`src/rtl/snake_pkg.sv`:
```
// Shared types for the snake game sequencer: directions, game states and counter widths.
package snake_pkg;

    localparam int unsigned FRAME_CNT_W = 4;

    typedef enum logic [1:0] {
        DIR_UP    = 2'd0,
        DIR_DOWN  = 2'd1,
        DIR_LEFT  = 2'd2,
        DIR_RIGHT = 2'd3
    } dir_t;

    typedef enum logic [2:0] {
        ST_CLEAR = 3'd0,
        ST_READY = 3'd1,
        ST_RUN   = 3'd2,
        ST_PAUSE = 3'd3,
        ST_STEP  = 3'd4,
        ST_FAIL  = 3'd5,
        ST_WIN   = 3'd6
    } state_t;

    function automatic dir_t opposite(input dir_t d);
        case (d)
            DIR_UP:   opposite = DIR_DOWN;
            DIR_DOWN: opposite = DIR_UP;
            DIR_LEFT: opposite = DIR_RIGHT;
            default:  opposite = DIR_LEFT;
        endcase
    endfunction

endpackage

```
`src/rtl/dir_latch.sv`:
```
// Button priority encoder with reversal rejection, holding the pending and committed
// snake directions; the sequencer strobes commit when a step is issued.
module dir_latch
    import snake_pkg::*;
(
    input  logic       clk,
    input  logic       rst,
    input  logic       init,
    input  logic       sample,
    input  logic       commit,
    input  logic       up,
    input  logic       down,
    input  logic       left,
    input  logic       right,
    output logic [1:0] dir,
    output logic       accept_c
);

    dir_t req;
    dir_t pend;
    dir_t pend_next;
    dir_t dir_q;
    logic req_valid;

    always_comb begin
        req_valid = 1'b1;
        req       = DIR_RIGHT;
        if (up)         req = DIR_UP;
        else if (down)  req = DIR_DOWN;
        else if (left)  req = DIR_LEFT;
        else if (right) req = DIR_RIGHT;
        else            req_valid = 1'b0;
    end

    // A request that would reverse the snake onto itself is dropped.
    assign accept_c  = sample && req_valid && (req != opposite(dir_q));
    assign pend_next = accept_c ? req : pend;

    always_ff @(posedge clk) begin
        if (rst || init) begin
            pend  <= DIR_RIGHT;
            dir_q <= DIR_RIGHT;
        end else begin
            pend <= pend_next;
            if (commit) dir_q <= pend_next;
        end
    end

    assign dir = dir_q;

endmodule

```
`src/rtl/game_sequencer.sv`:
```
// Snake game scheduler: paces steps from VGA frames, speeds up with eating,
// and runs the clear/ready/run/pause/step/fail/win state machine.
module game_sequencer
    import snake_pkg::*;
#(
    parameter int unsigned FRAME_DIV_INIT = 8,
    parameter int unsigned FRAME_DIV_MIN  = 2,
    parameter int unsigned SPEEDUP_EVERY  = 4
) (
    input  logic       clk,
    input  logic       rst,
    input  logic       i_frame_start,
    input  logic       i_up,
    input  logic       i_down,
    input  logic       i_left,
    input  logic       i_right,
    input  logic       i_pause,
    input  logic       i_restart,
    input  logic       i_step_done,
    input  logic       i_eat,
    input  logic       i_collision,
    input  logic       i_board_full,
    output logic       o_clear,
    output logic       o_step,
    output logic [1:0] o_dir,
    output logic [2:0] o_state,
    output logic       o_failure,
    output logic       o_success,
    output logic       o_eat,
    output logic       o_tick
);

    localparam logic [FRAME_CNT_W-1:0] DIV_INIT  = FRAME_CNT_W'(FRAME_DIV_INIT);
    localparam logic [FRAME_CNT_W-1:0] DIV_MIN   = FRAME_CNT_W'(FRAME_DIV_MIN);
    localparam logic [FRAME_CNT_W-1:0] EAT_LIMIT = FRAME_CNT_W'(SPEEDUP_EVERY);
    localparam logic [FRAME_CNT_W-1:0] CNT_ONE   = FRAME_CNT_W'(1);

    state_t                 state;
    logic [FRAME_CNT_W-1:0] frame_cnt;
    logic [FRAME_CNT_W-1:0] frame_div;
    logic [FRAME_CNT_W-1:0] eat_cnt;
    logic                   restart_q;
    logic                   clear_issued;

    logic restart_rise_c;
    logic step_due_c;
    logic commit_c;
    logic sample_c;
    logic init_c;
    logic accept_c;

    assign restart_rise_c = i_restart && !restart_q;
    assign step_due_c     = (frame_cnt + CNT_ONE) == frame_div;
    assign commit_c       = !restart_rise_c && (state == ST_RUN) && i_frame_start
                            && !i_pause && step_due_c;
    assign sample_c       = !restart_rise_c
                            && (state inside {ST_READY, ST_RUN, ST_PAUSE, ST_STEP});
    assign init_c         = restart_rise_c || (state == ST_CLEAR);

    dir_latch u_dir_latch (
        .clk      (clk),
        .rst      (rst),
        .init     (init_c),
        .sample   (sample_c),
        .commit   (commit_c),
        .up       (i_up),
        .down     (i_down),
        .left     (i_left),
        .right    (i_right),
        .dir      (o_dir),
        .accept_c (accept_c)
    );

    always_ff @(posedge clk) begin
        if (rst) begin
            state        <= ST_CLEAR;
            frame_cnt    <= '0;
            frame_div    <= DIV_INIT;
            eat_cnt      <= '0;
            restart_q    <= 1'b0;
            clear_issued <= 1'b0;
            o_clear      <= 1'b0;
            o_step       <= 1'b0;
            o_eat        <= 1'b0;
            o_failure    <= 1'b0;
            o_success    <= 1'b0;
        end else begin
            o_clear   <= 1'b0;
            o_step    <= 1'b0;
            o_eat     <= 1'b0;
            restart_q <= i_restart;

            if (restart_rise_c) begin
                // The datapath's outstanding done, if any, completes this clear.
                state        <= ST_CLEAR;
                o_clear      <= 1'b1;
                clear_issued <= 1'b1;
                o_failure    <= 1'b0;
                o_success    <= 1'b0;
                frame_cnt    <= '0;
                frame_div    <= DIV_INIT;
                eat_cnt      <= '0;
            end else begin
                case (state)
                    ST_CLEAR: begin
                        frame_cnt <= '0;
                        frame_div <= DIV_INIT;
                        eat_cnt   <= '0;
                        if (!clear_issued) begin
                            o_clear      <= 1'b1;
                            clear_issued <= 1'b1;
                        end else if (i_step_done) begin
                            state <= ST_READY;
                        end
                    end
                    ST_READY: begin
                        if (accept_c) state <= ST_RUN;
                    end
                    ST_RUN: begin
                        if (i_frame_start) begin
                            if (i_pause) begin
                                state <= ST_PAUSE;
                            end else if (step_due_c) begin
                                frame_cnt <= '0;
                                o_step    <= 1'b1;
                                state     <= ST_STEP;
                            end else begin
                                frame_cnt <= frame_cnt + CNT_ONE;
                            end
                        end
                    end
                    ST_PAUSE: begin
                        if (i_frame_start && !i_pause) state <= ST_RUN;
                    end
                    ST_STEP: begin
                        if (i_step_done) begin
                            if (i_eat && !i_collision) begin
                                o_eat <= 1'b1;
                                if (eat_cnt + CNT_ONE == EAT_LIMIT) begin
                                    eat_cnt <= '0;
                                    if (frame_div > DIV_MIN) frame_div <= frame_div - CNT_ONE;
                                end else begin
                                    eat_cnt <= eat_cnt + CNT_ONE;
                                end
                            end
                            if (i_collision) begin
                                state     <= ST_FAIL;
                                o_failure <= 1'b1;
                            end else if (i_board_full) begin
                                state     <= ST_WIN;
                                o_success <= 1'b1;
                            end else begin
                                state <= ST_RUN;
                            end
                        end
                    end
                    ST_FAIL, ST_WIN: ;
                    default: state <= ST_CLEAR;
                endcase
            end
        end
    end

    assign o_state = state;
    assign o_tick  = o_step;

endmodule

```
`config.mk`:
```
export PLATFORM = sky130hd
export DESIGN_NAME = game_sequencer
export DESIGN_NICKNAME = d
export VERILOG_FILES = /design/src/rtl/snake_pkg.sv /design/src/rtl/dir_latch.sv /design/src/rtl/game_sequencer.sv
export SDC_FILE = /design/constraint.sdc
export NUM_CORES = 1
export LEC_CHECK = 0
export CAP_MARGIN = 20
export CELL_PAD_IN_SITES_DETAIL_PLACEMENT = 1
export CELL_PAD_IN_SITES_GLOBAL_PLACEMENT = 1
export CORE_MARGIN = 2
export CORE_UTILIZATION = 40
export CTS_BUF_LIST = sky130_fd_sc_hd__clkbuf_2
export DETAILED_ROUTE_END_ITERATION = 8
export GPL_TIMING_DRIVEN = 1
export PLACE_DENSITY_LB_ADDON = 0.15
export SYNTH_ARGS = -nofsm -noshare
export SYNTH_HDL_FRONTEND = slang
export SYNTH_SLANG_ARGS = --single-unit
```
`constraint.sdc`:
```
create_clock -name clk -period 3.27 [get_ports clk]
set_input_delay 0.981 -clock clk [delete_from_list [all_inputs] [get_ports clk]]
set_output_delay 0.981 -clock clk [all_outputs]
set_load 0.02 [all_outputs]
```
# Yosys cells after proc, flatten, opt, wreduce, memory -nomap -nowiden
# Index checks and enable logic that the tools add are counted.
# totals
out_inout_bits,11
regBits,26
inputBits,13
# classes
n_bitwise,6
magnitude_cmp,1
eq_ne,22
n_addsub,3
mux,40
reduce_logical,32
# ops
op,count
$mux W4,10
$mux W3,10
$pmux W4 S2,3
$pmux W3 S6,1
$mux W1,12
$logic_and A1 B1 Y1,10
$ne A2 B1 Y1 const B,5
$ne A2 B2 Y1 const B,5
$eq A3 B3 Y1 const B,3
$reduce_and A3 Y1,3
$add A4 B1 Y4 const B,2
$reduce_and A8 Y1,1
$eq A3 B2 Y1 const B,2
$mux W2,3
$not A1 Y1,6
$pmux W2 S3,1
$reduce_bool A2 Y1,3
$reduce_and A5 Y1,1
$reduce_or A5 Y1,1
$eq A4 B3 Y1 const B,1
$eq A4 B4 Y1,1
$gt A4 B2 Y1 const B,1
$logic_not A1 Y1,4
$reduce_and A4 Y1,1
other kinds (12),14

# Longest topological paths before layout
# logic_depth
ltp_word,8
depth_mapped,7
depth_no_buf,7

# Cells and area by module
# Synthesis repeated with hierarchy kept, for this count alone.
# unflattened
hier_cells,195
area_unflattened_um2,1627.8
# by_module_without_submodules
mod,cells_per_inst,instances,area_per_inst_um2
game_sequencer,159,1,1315.0
dir_latch,36,1,312.8

# Worst setup path before layout
# Ideal clock, no wire load.
# synth_timing
path_type,input port to flip-flop
start,in i_pause
end,reg frame_cnt[3]
cell_stages,5
n_path_buf,0
t_arrival_ps,2102
setup_time_ps,59
setup_slack_ps,1109
path_cell_list,nand2b_1 > a211o_1 > or4_1 > a21oi_1 > a31o_1
# synth_via
elab_chain_cells,2
# synth_lines
item,line_no,text
"start, declared",game_sequencer.sv:17,"input logic i_pause,"
$ne A2 B2 Y1 (no line),--,
$reduce_and A3 Y1 (no line),--,
"end signal, assigned",game_sequencer.sv:128,frame_cnt <= frame_cnt + CNT_ONE;
"end, declared",game_sequencer.sv:39,logic [FRAME_CNT_W-1:0] frame_cnt;
# Every way passes these cells.
# A chain may end at the register's enable or synchronous reset.

# Worst setup path after layout
# layout_timing
start,reg state[0] (netlist: o_state[0])
end,out o_state[0]
# layout_rtl
item,line_no,text
"start, declared",game_sequencer.sv:38,state_t state;
"start signal, assigned",game_sequencer.sv:76,state <= ST_CLEAR;
"start signal, assigned",game_sequencer.sv:95,state <= ST_CLEAR;
"start signal, assigned",game_sequencer.sv:113,state <= ST_READY;
"end, declared",game_sequencer.sv:26,"output logic [2:0] o_state,"
# No word-level cell between the ends.

==> impl_results.md <==
- Result of the run: finished clean
- Sequential cell area in the final layout: 520.5 um2
- Die width: between 60 and 70 um
- Crit path max-delay family: buffers and inverters
- Largest net degree at the start of global routing: 17
- Static power due to leakage: ~0.63 nW
- Count of placed standard cells in the final layout, fillers left out: 253
- Crit path kind: flip-flop to output pin
- Final setup slack of the worst path: about 560 ps
- Power per unit of standard cell area: ~320 nW/um2
- End of the worst register-to-register path: frame_div[3]$_SDFFE_PP1P_
- Synth warn: 0
- Combinational family with the most area after synthesis: simple AND/OR/NAND/NOR gates
- Highest attainable clock frequency: around 0.37 GHz
- TritonCTS clock tree: built
- Post-Synthesis Cell Area: between 1000 and 1500 um2
- Pre-CTS setup slack: about 360 ps
- Per-cell routed wire length: 15.06 um
- Multiplexer fraction of the synthesized cell area: between 4 and 5%
- Clock Skews: around 7.0 ps
- CP Launch Type: flip-flop
- Area occupied by multi-input gates: between 900 and 1000 um2
- Period Utilization, post-route: 82.85%
- Largest cells by area after synthesis: sky130_fd_sc_hd__dfxtp_1 35%, sky130_fd_sc_hd__nor2_1 6.5%, sky130_fd_sc_hd__a21oi_1 5.0%, sky130_fd_sc_hd__ha_1 4.2%, sky130_fd_sc_hd__xnor2_1 4.1%
- Number of vias in the routed layout: 1400
- Maximum cell stage delay along the critical path: ~700 ps
- Number of vias per cell: 5.534
- Cell-by-cell listing of the critical path: clkdlybuf4s50_1
- Layout fillers: 465
- Number of clock sinks: 26
- Count of state elements after synthesis: 26
- Total wire length after detailed routing: 3809 um
- DRC violations left: 0
- First-pass GRT wire length: roughly 6600 um
- Via count of the first global-routing pass: 1440
- Number of violations reported at the end of detailed-routing iteration 0: 39
- Endpoint class of the critical path: output pin
- Worst endpoint data arrival time: about 1700 ps
- Ys flop type: sky130_fd_sc_hd__dfxtp_1
- Die height: 65.12 um
- Shortest period the worst path allows: 2709 ps
- Relative area change from synthesis to final layout: 20.18%
- Initial core utilization: around two fifths
- Hold Crit Class: flip-flop to flip-flop
- Cell with the largest stage delay on the worst path: sky130_fd_sc_hd__clkdlybuf4s50_1
- Placed Instances: between 200 and 250
- Overall routing resource usage: between 20% and 30%
- Half-perimeter wire length after detailed placement: 2980 um
- Fraction of final layout cells sized beyond drive strength 1: 3.415%
- Fin. Hold Viols: 0
- ANT cells: 0
- RSZ-0062 raised after global routing: no
- Clk Tree Root Cell: sky130_fd_sc_hd__clkbuf_2
- Final non-filler cell area: about 1800 um2
- Worst path depth: 1
- Adder and majority cell fraction of the synthesized area: 4.188%
- Core Footprint: about 3600 um2
- Top-level port count: 24
- PortBufs: 23
- Fraction of the mapped netlist area in compound gates: a little under a quarter
- Library cell occupying the most area in the post-synthesis netlist: sky130_fd_sc_hd__dfxtp_1
- Antenna-violating nets left: 0
- Hold Buf Count CTS: 0
- Count of max-cap constraint violations: 0
- Number of buffers inserted to repair setup after CTS: 0
- Required @ worst endpoint: approximately 2300 ps
- Share of synthesized registers carrying an async set or reset: 0%
- Fraction of post-synthesis cell area in the top cell type by area: 34.84%
- FP Rows: 22
- Count of distinct cell types in the synthesized netlist: 44
- Maximum vdd drop: approximately 0.16 mV
- Share of synthesized area occupied by flip-flops and latches: about a third
- Buffer levels on the longest clock path: 2
- Count of buffer and inverter cells on the critical path: 1
- Launch point of the critical path: o_state[0]$_SDFFE_PP0P_
- Placer Congestion: about 0.8
- Startpoint of the lowest-slack register-to-register path: frame_div[0]$_SDFFE_PP0P_
- Nets: between 200 and 250
- Number of synthesized flops with an enable pin: 0
- Worst reg-to-reg path cell count: 7
- Post-DP Area: between 1500 and 2000 um2
- Final global-route overflow total: 0
- Clock-pin slew of the registers on the worst-case setup and hold paths: 230 ps
- Worst Tran Pin Value: 750.4 ps
- Total negative setup slack: 0 ps
- Final setup fails: 0
- Die footprint: 4240 um2
- Worst setup path endpoint: o_state[0]
- Number of instances in the synthesized netlist: approximately 180
- Slew margin rel.: approximately half
- Area share of and/or/nand/nor cells after synthesis: 22.95%
- H-Tree Level Count: 1
- Clock latency of the later-clocked register in the worst-skew pair: 350 ps
- Max-slew violation total from the final report: 0
- TritonCTS Buffers: 3
- Count of TritonRoute iterations in the first routing pass: 4
- Syn_area_per_cell: around 8.3 um2
- Synthesized net count: around 200
- Commonest cells after routing, fill and taps aside: 26 x sky130_fd_sc_hd__nor2_1, 26 x sky130_fd_sc_hd__dfxtp_1, 23 x sky130_fd_sc_hd__clkdlybuf4s50_1, 15 x sky130_fd_sc_hd__a21oi_1, 13 x sky130_fd_sc_hd__nand2_1
- Flop2flop setup slack: between 900 and 1000 ps
- Post-cts repair resize count: 0
- Max FO, Critical Path: 15
- Antenna violations before repair: 0
- Share of the synthesized netlist area taken by xor and xnor gates: under 10%
==> cells in the mapped netlist (2+ instances only) <==
cell type	count
sky130_fd_sc_hd__o21ai_0	4
sky130_fd_sc_hd__o31ai_1	2
sky130_fd_sc_hd__xor2_1	2
sky130_fd_sc_hd__o41ai_1	2
sky130_fd_sc_hd__o311ai_1	2
sky130_fd_sc_hd__nor2b_1	3
sky130_fd_sc_hd__mux2i_1	6
sky130_fd_sc_hd__or4_1	2
sky130_fd_sc_hd__nand3_1	5
sky130_fd_sc_hd__nor4_1	2
sky130_fd_sc_hd__nand2_1	13
sky130_fd_sc_hd__nand2b_1	7
sky130_fd_sc_hd__nand3b_1	2
sky130_fd_sc_hd__clkbuf_1	4
sky130_fd_sc_hd__or3_1	2
sky130_fd_sc_hd__xnor2_1	7
sky130_fd_sc_hd__a2111oi_0	2
sky130_fd_sc_hd__a21boi_1	2
sky130_fd_sc_hd__nor3_1	3
sky130_fd_sc_hd__a21oi_1	15
sky130_fd_sc_hd__a22oi_1	3
sky130_fd_sc_hd__a211o_1	3
sky130_fd_sc_hd__a31oi_1	2
sky130_fd_sc_hd__nor2_1	26
sky130_fd_sc_hd__ha_1	5
sky130_fd_sc_hd__dfxtp_1	26
sky130_fd_sc_hd__nor3b_1	2
sky130_fd_sc_hd__inv_1	11
==> cell type report <==
cell class	count	share of cell area, %
clock buffer	3	0.8362
sequential	26	28.99
multi-input combinational	139	50.66
timing repair buffer	25	13.66
inverter	11	2.300
tap	48	3.345
clock inverter	1	0.2091
==> through the flow <==
stage	hold slack [ps]	util, %	power, mW
after floorplan	436.6	-	0.4090
after global placement	458.9	48.90	0.4509
after detailed placement	467.9	48.90	0.4550
after CTS	518.7	49.41	0.5788
after global routing	554.3	49.41	0.6059
final	510.6	49.41	0.5708
==> power breakdown <==
group	switching (mW)	internal [mW]	leakage [nW]
Clock	0.0964	0.0266	0.0140
Sequential	0.0105	0.325	0.211
Combinational	0.0599	0.0529	0.405
==> metal layers <==
layer | vias to the layer above | routed length, um | GRT usage, %
met3 | 4 | 115 | 2.568
li1 | 710 | - | -
met5 | - | 0 | 0
met2 | 18 | 1871 | 34.66
met1 | 668 | 1772 | 25.46
met4 | 0 | 49 | 7.552
==> state kept, by name (all words and copies together) (netlist names) <==
name	flops
u_dir_latch.pend	2
o_success	1
o_eat	1
eat_cnt	4
o_step	1
u_dir_latch.dir	2
restart_q	1
clear_issued	1
frame_div	4
frame_cnt	4
o_state	3
o_failure	1
o_clear	1
==> worst min-delay path by stage <==
stage | from | to | slack (ps) | depth (start not counted)
floorplan | u_dir_latch.pend[0]$_SDFF_PP1_ | u_dir_latch.pend[0]$_SDFF_PP1_ | 440 | 2
global placement | u_dir_latch.pend[1]$_SDFF_PP1_ | u_dir_latch.pend[1]$_SDFF_PP1_ | 460 | 2
detailed placement | u_dir_latch.pend[1]$_SDFF_PP1_ | u_dir_latch.pend[1]$_SDFF_PP1_ | 470 | 2
CTS | u_dir_latch.pend[1]$_SDFF_PP1_ | u_dir_latch.pend[1]$_SDFF_PP1_ | 520 | 2
global route | u_dir_latch.pend[1]$_SDFF_PP1_ | u_dir_latch.pend[1]$_SDFF_PP1_ | 550 | 2
finish | u_dir_latch.pend[1]$_SDFF_PP1_ | u_dir_latch.pend[1]$_SDFF_PP1_ | 510 | 2
==> logic make-up after synthesis <==
| kind of cell | count (synthesis) |
|---|---|
| xor+xnor | 10 |
| flops | 26 |
| simple gates | 70 |
| buf+inv | 16 |
| mux | 6 |
| fa+ha+maj | 5 |
| compound gates | 48 |
Power figures use the tool's default switching activity.
